===== src/rtl/mac_ram_loader.sv =====
// Write-side loader for the dual operand RAMs: streams DEPTH operand pairs into
// addresses 0..DEPTH-1, kicks the MAC sequencer, then waits for it to finish.
module mac_ram_loader #(
  parameter int DEPTH = 16,
  parameter int AW    = 4,
  parameter int DW    = 8
) (
  input  logic          clk,
  input  logic          reset,
  input  logic          load_req,
  input  logic          abort,
  input  logic          in_valid,
  input  logic [DW-1:0] in_data1,
  input  logic [DW-1:0] in_data2,
  output logic          in_ready,
  output logic          wr_en,
  output logic [AW-1:0] wr_addr,
  output logic [DW-1:0] wr_data1,
  output logic [DW-1:0] wr_data2,
  output logic          start,
  input  logic          mac_done,
  output logic          busy
);

  typedef enum logic [2:0] {
    S_IDLE,
    S_LOAD,
    S_COMMIT,
    S_START,
    S_WAIT
  } state_t;

  localparam logic [AW-1:0] LAST_ADDR = AW'(DEPTH - 1);

  state_t        state;
  state_t        state_nxt;
  logic [AW-1:0] count;
  logic [AW-1:0] count_nxt;
  logic          accept;

  // abort withdraws ready in the same cycle so no pair slips in during cancel
  assign in_ready = (state == S_LOAD) && !abort;
  assign busy     = (state != S_IDLE);
  assign accept   = in_valid && in_ready;

  always_ff @(posedge clk or posedge reset) begin
    if (reset) begin
      state <= S_IDLE;
      count <= '0;
    end else begin
      state <= state_nxt;
      count <= count_nxt;
    end
  end

  always_comb begin
    state_nxt = state;
    count_nxt = count;
    if (abort) begin
      state_nxt = S_IDLE;
      count_nxt = '0;
    end else begin
      case (state)
        S_IDLE: begin
          if (load_req) begin
            state_nxt = S_LOAD;
            count_nxt = '0;
          end
        end
        S_LOAD: begin
          if (accept) begin
            if (count == LAST_ADDR) begin
              state_nxt = S_COMMIT;
              count_nxt = '0;
            end else begin
              count_nxt = count + AW'(1);
            end
          end
        end
        S_COMMIT: state_nxt = S_START;
        S_START:  state_nxt = S_WAIT;
        S_WAIT: begin
          if (mac_done) state_nxt = S_IDLE;
        end
        default: begin
          state_nxt = S_IDLE;
          count_nxt = '0;
        end
      endcase
    end
  end

  // write port and start strobe are registered; address/data hold between writes
  always_ff @(posedge clk or posedge reset) begin
    if (reset) begin
      wr_en    <= 1'b0;
      wr_addr  <= '0;
      wr_data1 <= '0;
      wr_data2 <= '0;
      start    <= 1'b0;
    end else begin
      wr_en <= accept;
      start <= (state == S_COMMIT) && !abort;
      if (accept) begin
        wr_addr  <= count;
        wr_data1 <= in_data1;
        wr_data2 <= in_data2;
      end
    end
  end

endmodule


===== config.mk =====
export PLATFORM = sky130hd
export DESIGN_NAME = mac_ram_loader
export DESIGN_NICKNAME = d
export VERILOG_FILES = /design/src/rtl/mac_ram_loader.sv
export SDC_FILE = /design/constraint.sdc
export NUM_CORES = 1
export LEC_CHECK = 0
export BUFFER_PORTS_ARGS = -buffer_cell sky130_fd_sc_hd__buf_2
export CORE_ASPECT_RATIO = 1.5
export CORE_MARGIN = 2
export CORE_UTILIZATION = 45
export CTS_BUF_LIST = sky130_fd_sc_hd__clkbuf_2
export DETAILED_ROUTE_END_ITERATION = 7
export PLACE_DENSITY = 0.73
export SYNTH_ARGS = -nofsm -noshare
export SYNTH_HDL_FRONTEND = slang
export SYNTH_SLANG_ARGS = --single-unit

===== constraint.sdc =====
create_clock -name clk -period 2 [get_ports clk]
set_input_delay 0.2 -clock clk [delete_from_list [all_inputs] [get_ports clk]]
set_output_delay 0.2 -clock clk [all_outputs]
set_load 0.005 [all_outputs]

### Word level (Yosys, flattened, before mapping)

Cells that the tools add are included.

* register bits: 29
* input port bits: 22
* output and inout port bits: 24
* word-level logic and storage cells: 38

* add/sub/neg operators: 1
* equality and inequality tests: 10
* mux-type cells: 11
* reduce and logical (&&, ||, !) cells: 9

Operators by type and width (number)
* 2-to-1 mux 4 bit: 4
* 2-to-1 mux 3 bit: 5
* one-hot mux 3 bit (5 select lines): 1
* one-hot mux 4 bit (3 select lines): 1
* inequality test 3 bit (second input constant): 3
* equality test 3 x 2 -> 1 bit (second input constant): 2
* adder 4 x 1 -> 4 bit (second input constant): 1
* equality test 4 bit (second input constant): 1
* AND reduction 4 bit: 1
* equality test 3 x 1 -> 1 bit (second input constant): 1
* equality test 3 bit (second input constant): 1
* logical AND 1 bit: 3
* zero test 3 bit: 1
* inequality test 3 x 2 -> 1 bit (second input constant): 1
* AND reduction 3 bit: 1
* nonzero test 3 bit: 1
* OR reduction 3 bit: 1
* inequality test 2 x 1 -> 1 bit (second input constant): 1
* zero test 1 bit: 1

### Depth between registers and ports, before layout

Gate-level depths: netlist (run 1).

* word-level depth: 6
* depth in mapped cells: 6
* mapped depth without buffers: 5

### Least setup slack after synthesis (run 1)

OpenSTA, ideal clock, no wires.

* kind: register -> register
* start: register state[1]
* end: register wr_addr[0]
* library setup time: 0.125 ns
* arrival time: 1.421 ns
* data required time: 1.875 ns
* slack: 0.454 ns
* stages on the path, launching flop included: 6
* path buffers: 2
* period minus slack after synthesis: 1.546 ns
* cells stage by stage: dfrtp_1 > buf_2 > nor4b_4 > nand2_4 > buf_6 > mux2_4

* word-level cells in the longest chain between the ends: 3

Ends and longest elaborated chain
* start, declared: line 35 `state_t state;`
* start signal, assigned: line 51 `state <= state_nxt;`
* equality test 3 x 1 -> 1 bit: line 42 `assign in_ready = (state == S_LOAD) && !abort;`
* logical AND 1 bit: line 42
* via in_ready: line 15 `output logic in_ready,`
* logical AND 1 bit: line 44 `assign accept = in_valid && in_ready;`
* end signal, assigned: line 105 `wr_addr <= count;`
* end, declared: line 17 `output logic [AW-1:0] wr_addr,`

The timed path passes the listed nets, and every way through them passes these cells.
A chain may end at the register's enable or synchronous reset.

### Worst setup path in the final report (run 1)

* start: register state[0]
* end: register wr_data1[6]

* word-level cells in the longest chain between the ends: 3

Ends and longest elaborated chain
* equality test 3 x 1 -> 1 bit: line 42
* logical AND 1 bit: line 42
* logical AND 1 bit: line 44
* end signal, assigned: line 106 `wr_data1 <= in_data1;`
* end, declared: line 18 `output logic [DW-1:0] wr_data1,`

Every way passes these cells.

==> flow_summary.toml, run 1 <==
[run_status]
run_status = "finished clean"

[critical_path]
timing.critical_path.required_ns = 2.25
startpoint_type_of_the_worst_setup_path = "flop"
critPathKind = "reg2reg"
path_cells = "nor4b_4 -> nand2_4 -> mux2_4"
critPathBufInv = 0
worst_ep_arrival_time_ns = 2.01
path_max_fanout = 24
endpoint_kind = "flop"
critPathMaxStageDelay_ns = 0.55
timing.critical_path.max_delay_family = "simple AND/OR/NAND/NOR gates"
crit_path_top_delay_cell = "sky130_fd_sc_hd__dfrtp_1"

[place]
pre_cts_ws_ns = 0.269
globalplace.congestion = 0.772
placement.io_buffers = 45
place.detailed.instances = 169
detailed_place_hpwl_um = 1880

[global_routing]
grt_antenna_before_repair = 0
grt_pass1_wl_um = 3990
first_global_vias = 952
groute.usage.overall_pct = 16.7
grt_max_degree = 25
grt_remaining_overflow = 0

[cts]
clk_latency_ns = 0.35
tritoncts_num_sinks = 29
clockRootBuffer = "sky130_fd_sc_hd__clkbuf_2"
ctsHtreeMaxLevel = 2
cts_tree = "yes"
cts_buffers = 5
cts_resized = 0
clock_path_buffers = 2
clkTransAtPathRegs_ns = 0.16

[layout]
mostFrequentLayoutCell = "sky130_fd_sc_hd__buf_2"
multiInputGateArea_um2 = 549
layout.area.seq_um2 = 726
num_antenna_cells = 0
synthToLayoutAreaGrowth_pct = 26.7
fillers = 228
final_cell_count_no_fill = 178
mostFrequentLayoutCells = "sky130_fd_sc_hd__buf_2 (45), sky130_fd_sc_hd__dfrtp_1 (29), sky130_fd_sc_hd__mux2_4 (18)"
fin_nets = 161
layout-drive-gt1-share_pct = 56.1

[floorplanning]
die_y_um = 70.2
die-area_mm2 = 0.00338
pin_count = 46
die_width_um = 48.1
start_util_pct = 46.1
core.rowCount = 24
design.core.area_mm2 = 0.00285

[timing]
fin_crit_ns = 1.76
finalClockSkew_ns = 0.00775
tightest_pin_transition_ns = 0.555
final-hold-violation-count = 0
fin_worst_hold_slack_ns = 0.0592
setup-violations-final = 0
max_freq_mhz = 568
finalCritPeriodShare_pct = 88.1
minimum_setup_slack_in_the_final_design_ns = 0.239
setup_total_negative_slack_ns = 0
setup_repair_after_global_routing_missed_its_margin = "no"
worst_slew_margin_rel_pct = 62.7
timing_max_transition_violations_final = 0

[pwr]
switching_share_pct = 22.9
comb_power_share_pct = 17.8
static-leakage-power_nw = 0.946
internal_power_mw = 1.18
ir_drop_v = 0.000490
share_clk_of_total_power_pct = 35.4
seqPwrFrac_pct = 46.8
power_per_cell_area_mw_per_mm2 = 920
net-switching-power_mw = 0.350

[worst_hold_path]
timing.hold.worst.class = "in2reg"

[synth]
synth_sequential_area_ratio_pct = 55.2
ys_ff_latch = 29
synth-warning-count = 0
synthDistinctLibCells = 30
synthCells = 88
post_synthesis_instance_area_mm2 = 0.00131
synth_fp_nets = 111
synth.avg_cell_area_um2 = 14.9

[routing]
route.detailed.vias_per_inst = 5.05
route.detailed.drc = 0
routedWlPerCell_um = 14.2
detail-route-antenna-nets = 0
drtPass1Iterations = 4
via_count = 899
route.final.wire_length_um = 2540
drtIter0Drc = 2

[run]
drv_cap = 0
## state kept, by name (all words and copies together) (netlist names)
signal / count
count: 4
wr_addr: 4
wr_data1: 8
start: 1
wr_en: 1
state: 3
wr_data2: 8
## metal layers
metal	vias up	routed length, µm	GRT usage, %
met5	-	0	0
met4	0	71	9.91
met3	7	144	5.68
met2	36	1270	26.8
met1	435	1050	17.7
li1	421	-	-
## stage by stage
step,util [%],power (mW),cell area [µm²]
2_1_floorplan,-,0.876,1310
3_3_place_gp,54.8,0.991,1560
3_5_place_dp,54.8,1.01,1560
4_1_cts,58.3,1.55,1660
5_1_grt,58.3,1.61,1660
6_report,58.3,1.53,1660
## path summary, 6_finish.rpt
check | start | to | slack [ns] | cells past startpoint
setup / recovery | state[0]$_DFFE_PP0P_ | wr_data1[6]$_DFFE_PP0P_ | 0.24 | 3
hold / removal | in_data1[0] | wr_data1[0]$_DFFE_PP0P_ | 0.06 | 2
setup reg to reg | state[0]$_DFFE_PP0P_ | wr_data1[6]$_DFFE_PP0P_ | 0.24 | 3
hold reg to reg | wr_data2[4]$_DFFE_PP0P_ | wr_data2[4]$_DFFE_PP0P_ | 0.52 | 1
max in group asynchronous | reset | wr_data2[1]$_DFFE_PP0P_ | 1.09 | 4
min in group asynchronous | reset | wr_data1[4]$_DFFE_PP0P_ | 0.32 | 3
## logic make-up after synthesis
kind of cell             after synthesis  share of synthesized area [%]
flip-flops                            29                           55.2
multiplexers                          21                           23.1
AND/OR/NAND/NOR                       17                           10.4
AO/OA/AOI/OAI                         14                           7.33
buffers and inverters                  6                           2.95
adder cells (fa/ha/maj)                1                          0.952
## final cells by class
cell class                 count  area share [%]
timing repair buffer          47            14.6
sequential                    29            43.6
tap                           39            2.93
inverter                       2           0.451
clock buffer                   5            1.50
clock inverter                 3            3.91
multi-input combinational     53            33.0
## power groups by stage
stage          sequential, mW  combinational (mW)  clock [mW]
3_3_place_gp            0.722               0.268           0
6_report                0.716               0.273       0.542
2_1_floorplan           0.728               0.148           0
3_5_place_dp            0.729               0.277           0
5_1_grt                 0.727               0.303       0.578
4_1_cts                 0.717               0.279       0.552
## cells in the mapped netlist
cell type	count	share of area [%]
sky130_fd_sc_hd__dfrtp_1	29	55
sky130_fd_sc_hd__mux2_4	18	21
sky130_fd_sc_hd__a21o_1	4	2.3
sky130_fd_sc_hd__a21oi_1	3	1.1
sky130_fd_sc_hd__mux2_2	3	2.6
sky130_fd_sc_hd__o31ai_1	3	1.7
sky130_fd_sc_hd__buf_6	2	1.7
sky130_fd_sc_hd__inv_1	2	0.57
sky130_fd_sc_hd__nor2_1	2	0.57
sky130_fd_sc_hd__nor3_1	2	0.76
sky130_fd_sc_hd__a211o_1	1	0.67
sky130_fd_sc_hd__a211oi_1	1	0.57
sky130_fd_sc_hd__and3_1	1	0.48
sky130_fd_sc_hd__and3b_1	1	0.67
sky130_fd_sc_hd__and4_1	1	0.67
sky130_fd_sc_hd__buf_2	1	0.38
sky130_fd_sc_hd__clkbuf_1	1	0.29
sky130_fd_sc_hd__ha_1	1	0.95
sky130_fd_sc_hd__nand2_4	1	0.86
sky130_fd_sc_hd__nand3_1	1	0.38
sky130_fd_sc_hd__nand3b_1	1	0.57
sky130_fd_sc_hd__nand4b_1	1	0.67
sky130_fd_sc_hd__nor2b_1	1	0.48
sky130_fd_sc_hd__nor3b_1	1	0.57
sky130_fd_sc_hd__nor4b_1	1	0.67
sky130_fd_sc_hd__nor4b_4	1	1.8
sky130_fd_sc_hd__o21ai_0	1	0.38
sky130_fd_sc_hd__o21bai_1	1	0.57
sky130_fd_sc_hd__or3_1	1	0.48
sky130_fd_sc_hd__or4b_2	1	0.76
## worst reg2reg max path, stage by stage (launching register included)
cell                      delay, ns
sky130_fd_sc_hd__dfrtp_1       0.55
sky130_fd_sc_hd__nor4b_4       0.41
sky130_fd_sc_hd__nand2_4       0.31
sky130_fd_sc_hd__mux2_4        0.39
## what timing repair did
action	CTS	global route
endpoints found under the hold margin	9	0
hold buffers	1	0
setup endpoints to repair	0	0
buffers inserted	0	0
(Power assumes the default switching activity.)
==> inputs of run 2 (changes only) <==
--- a/config.mk
+++ b/config.mk
@@ -8,10 +8,10 @@
 export BUFFER_PORTS_ARGS = -buffer_cell sky130_fd_sc_hd__buf_2
 export CORE_ASPECT_RATIO = 1.5
 export CORE_MARGIN = 2
-export CORE_UTILIZATION = 45
+export CORE_UTILIZATION = 35
 export CTS_BUF_LIST = sky130_fd_sc_hd__clkbuf_2
 export DETAILED_ROUTE_END_ITERATION = 7
-export PLACE_DENSITY = 0.73
+export GPL_TIMING_DRIVEN = 0
 export SYNTH_ARGS = -nofsm -noshare
 export SYNTH_HDL_FRONTEND = slang
 export SYNTH_SLANG_ARGS = --single-unit
==> flow_summary.toml, run 2 (synthesis gave the netlist of run 1 again) <==
[run_status]
run_status = "finished clean"

[routing]
route.detailed.drc = 0
drtPass1Iterations = 4
detail-route-antenna-nets = 0
drtIter0Drc = 15
via_count = 900
route.detailed.vias_per_inst = 4.89
routedWlPerCell_um = 14.0
route.final.wire_length_um = 2570

[global_routing]
grt_remaining_overflow = 0
groute.usage.overall_pct = 13.1
grt_pass1_wl_um = 4000
grt_max_degree = 30
grt_antenna_before_repair = 0
first_global_vias = 866

[place]
detailed_place_hpwl_um = 1910
placement.io_buffers = 45
globalplace.congestion = 0.712

[critical_path]
startpoint_type_of_the_worst_setup_path = "flop"
worst_ep_arrival_time_ns = 1.92
regToRegStartpoint = "state[2]$_DFFE_PP0P_"
r2r_setup_slack_ns = 0.31
timing.critical_path.required_ns = 2.23
timing.rr.end = "wr_data1[6]$_DFFE_PP0P_"
critPathKind = "reg2reg"
path_max_fanout = 10
endpoint_kind = "flop"
reg2reg_depth = 4

[worst_hold_path]
hold_path_depth = 2
holdPathEnd = "wr_data1[5]$_DFFE_PP0P_"
min-delay-start = "in_data1[5]"
timing.hold.worst.class = "in2reg"

[pwr]
switching_share_pct = 26.5
share_clk_of_total_power_pct = 21.3
net-switching-power_mw = 0.333
comb_power_share_pct = 22.3
internal_power_mw = 0.922
seqPwrFrac_pct = 56.4
total_power_mw = 1.26
static-leakage-power_nw = 0.931
ir_drop_v = 0.000351
power_per_cell_area_mw_per_mm2 = 770

[layout]
synthToLayoutAreaGrowth_pct = 24.1
mostFrequentLayoutCell = "sky130_fd_sc_hd__buf_2"
layout-drive-gt1-share_pct = 55.3
biggestRegsByFlops = "wr_data1: 8 flops, wr_data2: 8 flops"
utilization_pct = 44.7
num_antenna_cells = 0
mostFrequentLayoutCells = "sky130_fd_sc_hd__buf_2 (46), sky130_fd_sc_hd__dfrtp_1 (29), sky130_fd_sc_hd__mux2_4 (18)"
fin_nets = 163

[timing]
setup-violations-final = 0
tightest_pin_transition_ns = 1.07
fin_crit_ns = 1.69
finalClockSkew_ns = 0.0135
final-hold-violation-count = 0
finalCritPeriodShare_pct = 84.6
setup_total_negative_slack_ns = 0
setup_repair_after_global_routing_missed_its_margin = "no"
timing_max_transition_violations_final = 0
max_freq_mhz = 591
fin_worst_hold_slack_ns = 0.0810
worst_slew_margin_rel_pct = 28.4

[cts]
clk_latency_ns = 0.34
cts_tree = "yes"
hold_fix_buffers_cts = 0
cts_post_setup_buffers_inserted = 0
cts_buffers = 5
ctsHtreeMaxLevel = 2
tritoncts_num_sinks = 29
clockRootBuffer = "sky130_fd_sc_hd__clkbuf_2"
cts_resized = 0
clkTransAtPathRegs_ns = 0.15
clock_path_buffers = 2

[floorplanning]
pin_count = 46
core.rowCount = 27
die_y_um = 79.0
die-area_mm2 = 0.00427
start_util_pct = 36.0
die_width_um = 54.0
design.core.area_mm2 = 0.00365

[run]
drv_cap = 0
## run 2: cell count changes in the layout (fill, tap and decap cells not counted), sizes merged
cell / delta
buf: +2
bufinv: -2
clkinv: +2
clkbuf: +1
dlygate4sd3: -1
## run 2: through the flow
stage / instances / cell area, µm² / setup WS [ns]
after floorplan: 88 / 1310 / 0.454
after detailed placement: 176 / 1590 / 0.314
after global routing: 184 / 1630 / 0.183
after global placement: 176 / 1590 / 0.341
after CTS: 184 / 1630 / 0.254
final: 184 / 1630 / 0.307
## run 2: how the worst max path moves through the flow
stage,to,slack [ns],startpoint,cells after the start
2_1_floorplan,wr_addr[0]$_DFFE_PP0P_,0.45,state[1]$_DFFE_PP0P_,5
3_3_place_gp,wr_data2[1]$_DFFE_PP0P_,0.34,state[1]$_DFFE_PP0P_,5
3_5_place_dp,wr_data1[6]$_DFFE_PP0P_,0.31,state[1]$_DFFE_PP0P_,5
4_1_cts,in_ready,0.25,state[2]$_DFFE_PP0P_,2
5_1_grt,in_ready,0.18,state[2]$_DFFE_PP0P_,2
6_report,wr_data1[6]$_DFFE_PP0P_,0.31,state[2]$_DFFE_PP0P_,4
## run 2: power by group through the flow
stage | registers (mW) | clock network (mW) | logic, mW
2_1_floorplan | 0.728 | 0 | 0.148
5_1_grt | 0.721 | 0.308 | 0.309
3_5_place_dp | 0.722 | 0 | 0.284
3_3_place_gp | 0.716 | 0 | 0.281
4_1_cts | 0.709 | 0.285 | 0.287
6_report | 0.708 | 0.268 | 0.280
## run 2: area by class of cell
| class | count | area [µm²] |
|---|---|---|
| timing repair buffer | 45 | 225 |
| multi-input combinational | 53 | 549 |
| clock inverter | 3 | 12.5 |
| tap | 43 | 53.8 |
| inverter | 2 | 7.51 |
| buffer | 4 | 31.3 |
| sequential | 29 | 726 |
| clock buffer | 5 | 25.0 |
| fill | 357 | 2020 |
## run 2: critical path, cell delays in order, from the launching register on
cell,delay [ns]
sky130_fd_sc_hd__dfrtp_1,0.50
sky130_fd_sc_hd__nor4b_4,0.45
sky130_fd_sc_hd__nand2_4,0.13
sky130_fd_sc_hd__buf_6,0.18
sky130_fd_sc_hd__mux2_4,0.30
## run 2: layer usage
| layer | track usage, % | wire [µm] | vias up |
|---|---|---|---|
| li1 | - | - | 427 |
| met1 | 13.8 | 978 | 439 |
| met2 | 22.1 | 1390 | 30 |
| met3 | 5.26 | 153 | 4 |
| met4 | 6.00 | 42 | 0 |
| met5 | 0 | 0 | - |
==> inputs of run 3 (changes only) <==
==> constraint.sdc (replaced) <==
create_clock -name clk -period 1.4 [get_ports clk]
set_input_delay 0.14 -clock clk [delete_from_list [all_inputs] [get_ports clk]]
set_output_delay 0.14 -clock clk [all_outputs]
set_load 0.005 [all_outputs]
==> flow_summary.toml, run 3 (synthesis gave the netlist of run 1 again) <==
[critical_path]
crit_path_top_delay_cell = "sky130_fd_sc_hd__dfrtp_2"
endpoint_kind = "flop"
critPathMaxStageDelay_ns = 0.49
critPathBufInv = 1
worst_ep_arrival_time_ns = 1.80
timing.critical_path.max_delay_family = "simple AND/OR/NAND/NOR gates"
startpoint_type_of_the_worst_setup_path = "flop"
path_cells = "nor4b_4 -> nand2_4 -> buf_12 -> mux2_4"
timing.critical_path.required_ns = 1.63
path_max_fanout = 10
critPathKind = "reg2reg"

[timing]
minimum_setup_slack_in_the_final_design_ns = -0.176
finalCritPeriodShare_pct = 113
setup-violations-final = 27
finalClockSkew_ns = 0.0157
setup_total_negative_slack_ns = -3.61
max_freq_mhz = 635
fin_crit_ns = 1.58
final-hold-violation-count = 0
timing_max_transition_violations_final = 0
setup_repair_after_global_routing_missed_its_margin = "yes"
tightest_pin_transition_ns = 1.05
worst_slew_margin_rel_pct = 29.8

[layout]
synthToLayoutAreaGrowth_pct = 50.5
biggestRegsByFlops = "wr_data1: 8 flops, wr_data2: 8 flops"
mostFrequentLayoutCell = "sky130_fd_sc_hd__buf_2"
layout-drive-gt1-share_pct = 57.4
mostFrequentLayoutCells = "sky130_fd_sc_hd__buf_2 (45), sky130_fd_sc_hd__dfrtp_1 (28), sky130_fd_sc_hd__mux2_4 (18)"
num_antenna_cells = 0
final_cell_count_no_fill = 212
fin_nets = 191

[cts]
cts_buffers = 5
clk_latency_ns = 0.34
cts_tree = "yes"
clkTransAtPathRegs_ns = 0.15
clock_path_buffers = 2
tritoncts_num_sinks = 29
ctsHtreeMaxLevel = 2
clockRootBuffer = "sky130_fd_sc_hd__clkbuf_2"

[routing]
route.final.wire_length_um = 3060
routedWlPerCell_um = 14.4
route.detailed.drc = 0
drtIter0Drc = 6
drtPass1Iterations = 4
detail-route-antenna-nets = 0
route.detailed.vias_per_inst = 4.82
via_count = 1021

[global_routing]
groute.usage.overall_pct = 15.1
grt_remaining_overflow = 0
grt_antenna_before_repair = 0
first_global_vias = 1045
grt_pass1_wl_um = 4630
grt_max_degree = 30

[run]
drv_cap = 0

[run_status]
violations = "setup timing"
run_status = "complete, but fails checks"

[pwr]
power_per_cell_area_mw_per_mm2 = 1040
ir_drop_v = 0.000668
static-leakage-power_nw = 1.09

[floorplanning]
die_y_um = 79.0
pin_count = 46
start_util_pct = 36.0
design.core.area_mm2 = 0.00365
die_width_um = 54.0
die-area_mm2 = 0.00427
core.rowCount = 27

[place]
place.detailed.instances = 176
placement.io_buffers = 45
globalplace.congestion = 0.757

[worst_hold_path]
timing.hold.worst.class = "in2async"
run 3: cell count changes in the layout (fill, tap and decap cells not counted), sizes merged:
cell         before  now
dlygate4sd3       0   17
bufinv            0    1
clkinv            3    1
buf              48   59
clkbuf            6    7
run 3: power by group:
group	internal, mW	switching (mW)	total [mW]
logic	0.305	0.160	0.464
registers	0.953	0.0613	1.01
clock network	0.305	0.277	0.582
total	1.56	0.497	2.06
run 3: path summary, 6_finish.rpt:
path	from	endpoint	slack, ns	cells past startpoint
setup / recovery	state[2]$_DFFE_PP0P_	wr_data1[6]$_DFFE_PP0P_	-0.18	4
hold / removal	reset	wr_data1[3]$_DFFE_PP0P_	0.02	2
setup reg to reg	state[2]$_DFFE_PP0P_	wr_data1[6]$_DFFE_PP0P_	-0.18	4
hold reg to reg	wr_data2[2]$_DFFE_PP0P_	wr_data2[2]$_DFFE_PP0P_	0.51	1
max in group asynchronous	reset	state[2]$_DFFE_PP0P_	0.68	2
min in group clk	mac_done	state[2]$_DFFE_PP0P_	0.05	3
run 3: layer usage:
layer	share of wire [%]	track usage [%]
met5	0	0
met4	1.5	6.75
met3	4.5	4.51
met2	57	27.2
met1	37	15.1
run 3: worst register-to-register path, cell delays in order, from the launching register on:
cell                      delay [ns]
sky130_fd_sc_hd__dfrtp_2        0.49
sky130_fd_sc_hd__nor4b_4        0.37
sky130_fd_sc_hd__nand2_4        0.13
sky130_fd_sc_hd__buf_12         0.17
sky130_fd_sc_hd__mux2_4         0.30
run 3: cell type report:
| type | instances | area (µm²) |
|---|---|---|
| plain buffers | 4 | 56.3 |
| clock buffers | 6 | 30.0 |
| clock inverters | 2 | 33.8 |
| fillers | 312 | 1670 |
| inverters | 2 | 7.51 |
| multi-input cells | 53 | 587 |
| flip-flops and latches | 29 | 727 |
| well taps | 43 | 53.8 |
| repair buffers | 73 | 482 |
run 3: repair_timing:
item                                    in CTS  in global routing
pin swaps                                    3                  5
endpoints found under the setup margin      29                 28
hold buffers                                15                  2
buffers inserted                             7                  4
gates resized for setup                      5                  7
cloned                                       0                  0
endpoints found under the hold margin       15                  2
run 3: through the flow:
stage          hold slack [ns]  area (µm²)  utilization (%)  total power [mW]  worst slack (ns)
5_1_grt                 0.0163        1980             54.2              2.18            -0.219
2_1_floorplan            0.199        1330                -              1.25            -0.133
4_1_cts               0.000657        1890             51.9              2.09            -0.221
6_report                0.0232        1980             54.2              2.06            -0.176
3_3_place_gp             0.373        1610             44.0              1.42            -0.240
3_5_place_dp             0.375        1610             44.0              1.44            -0.276
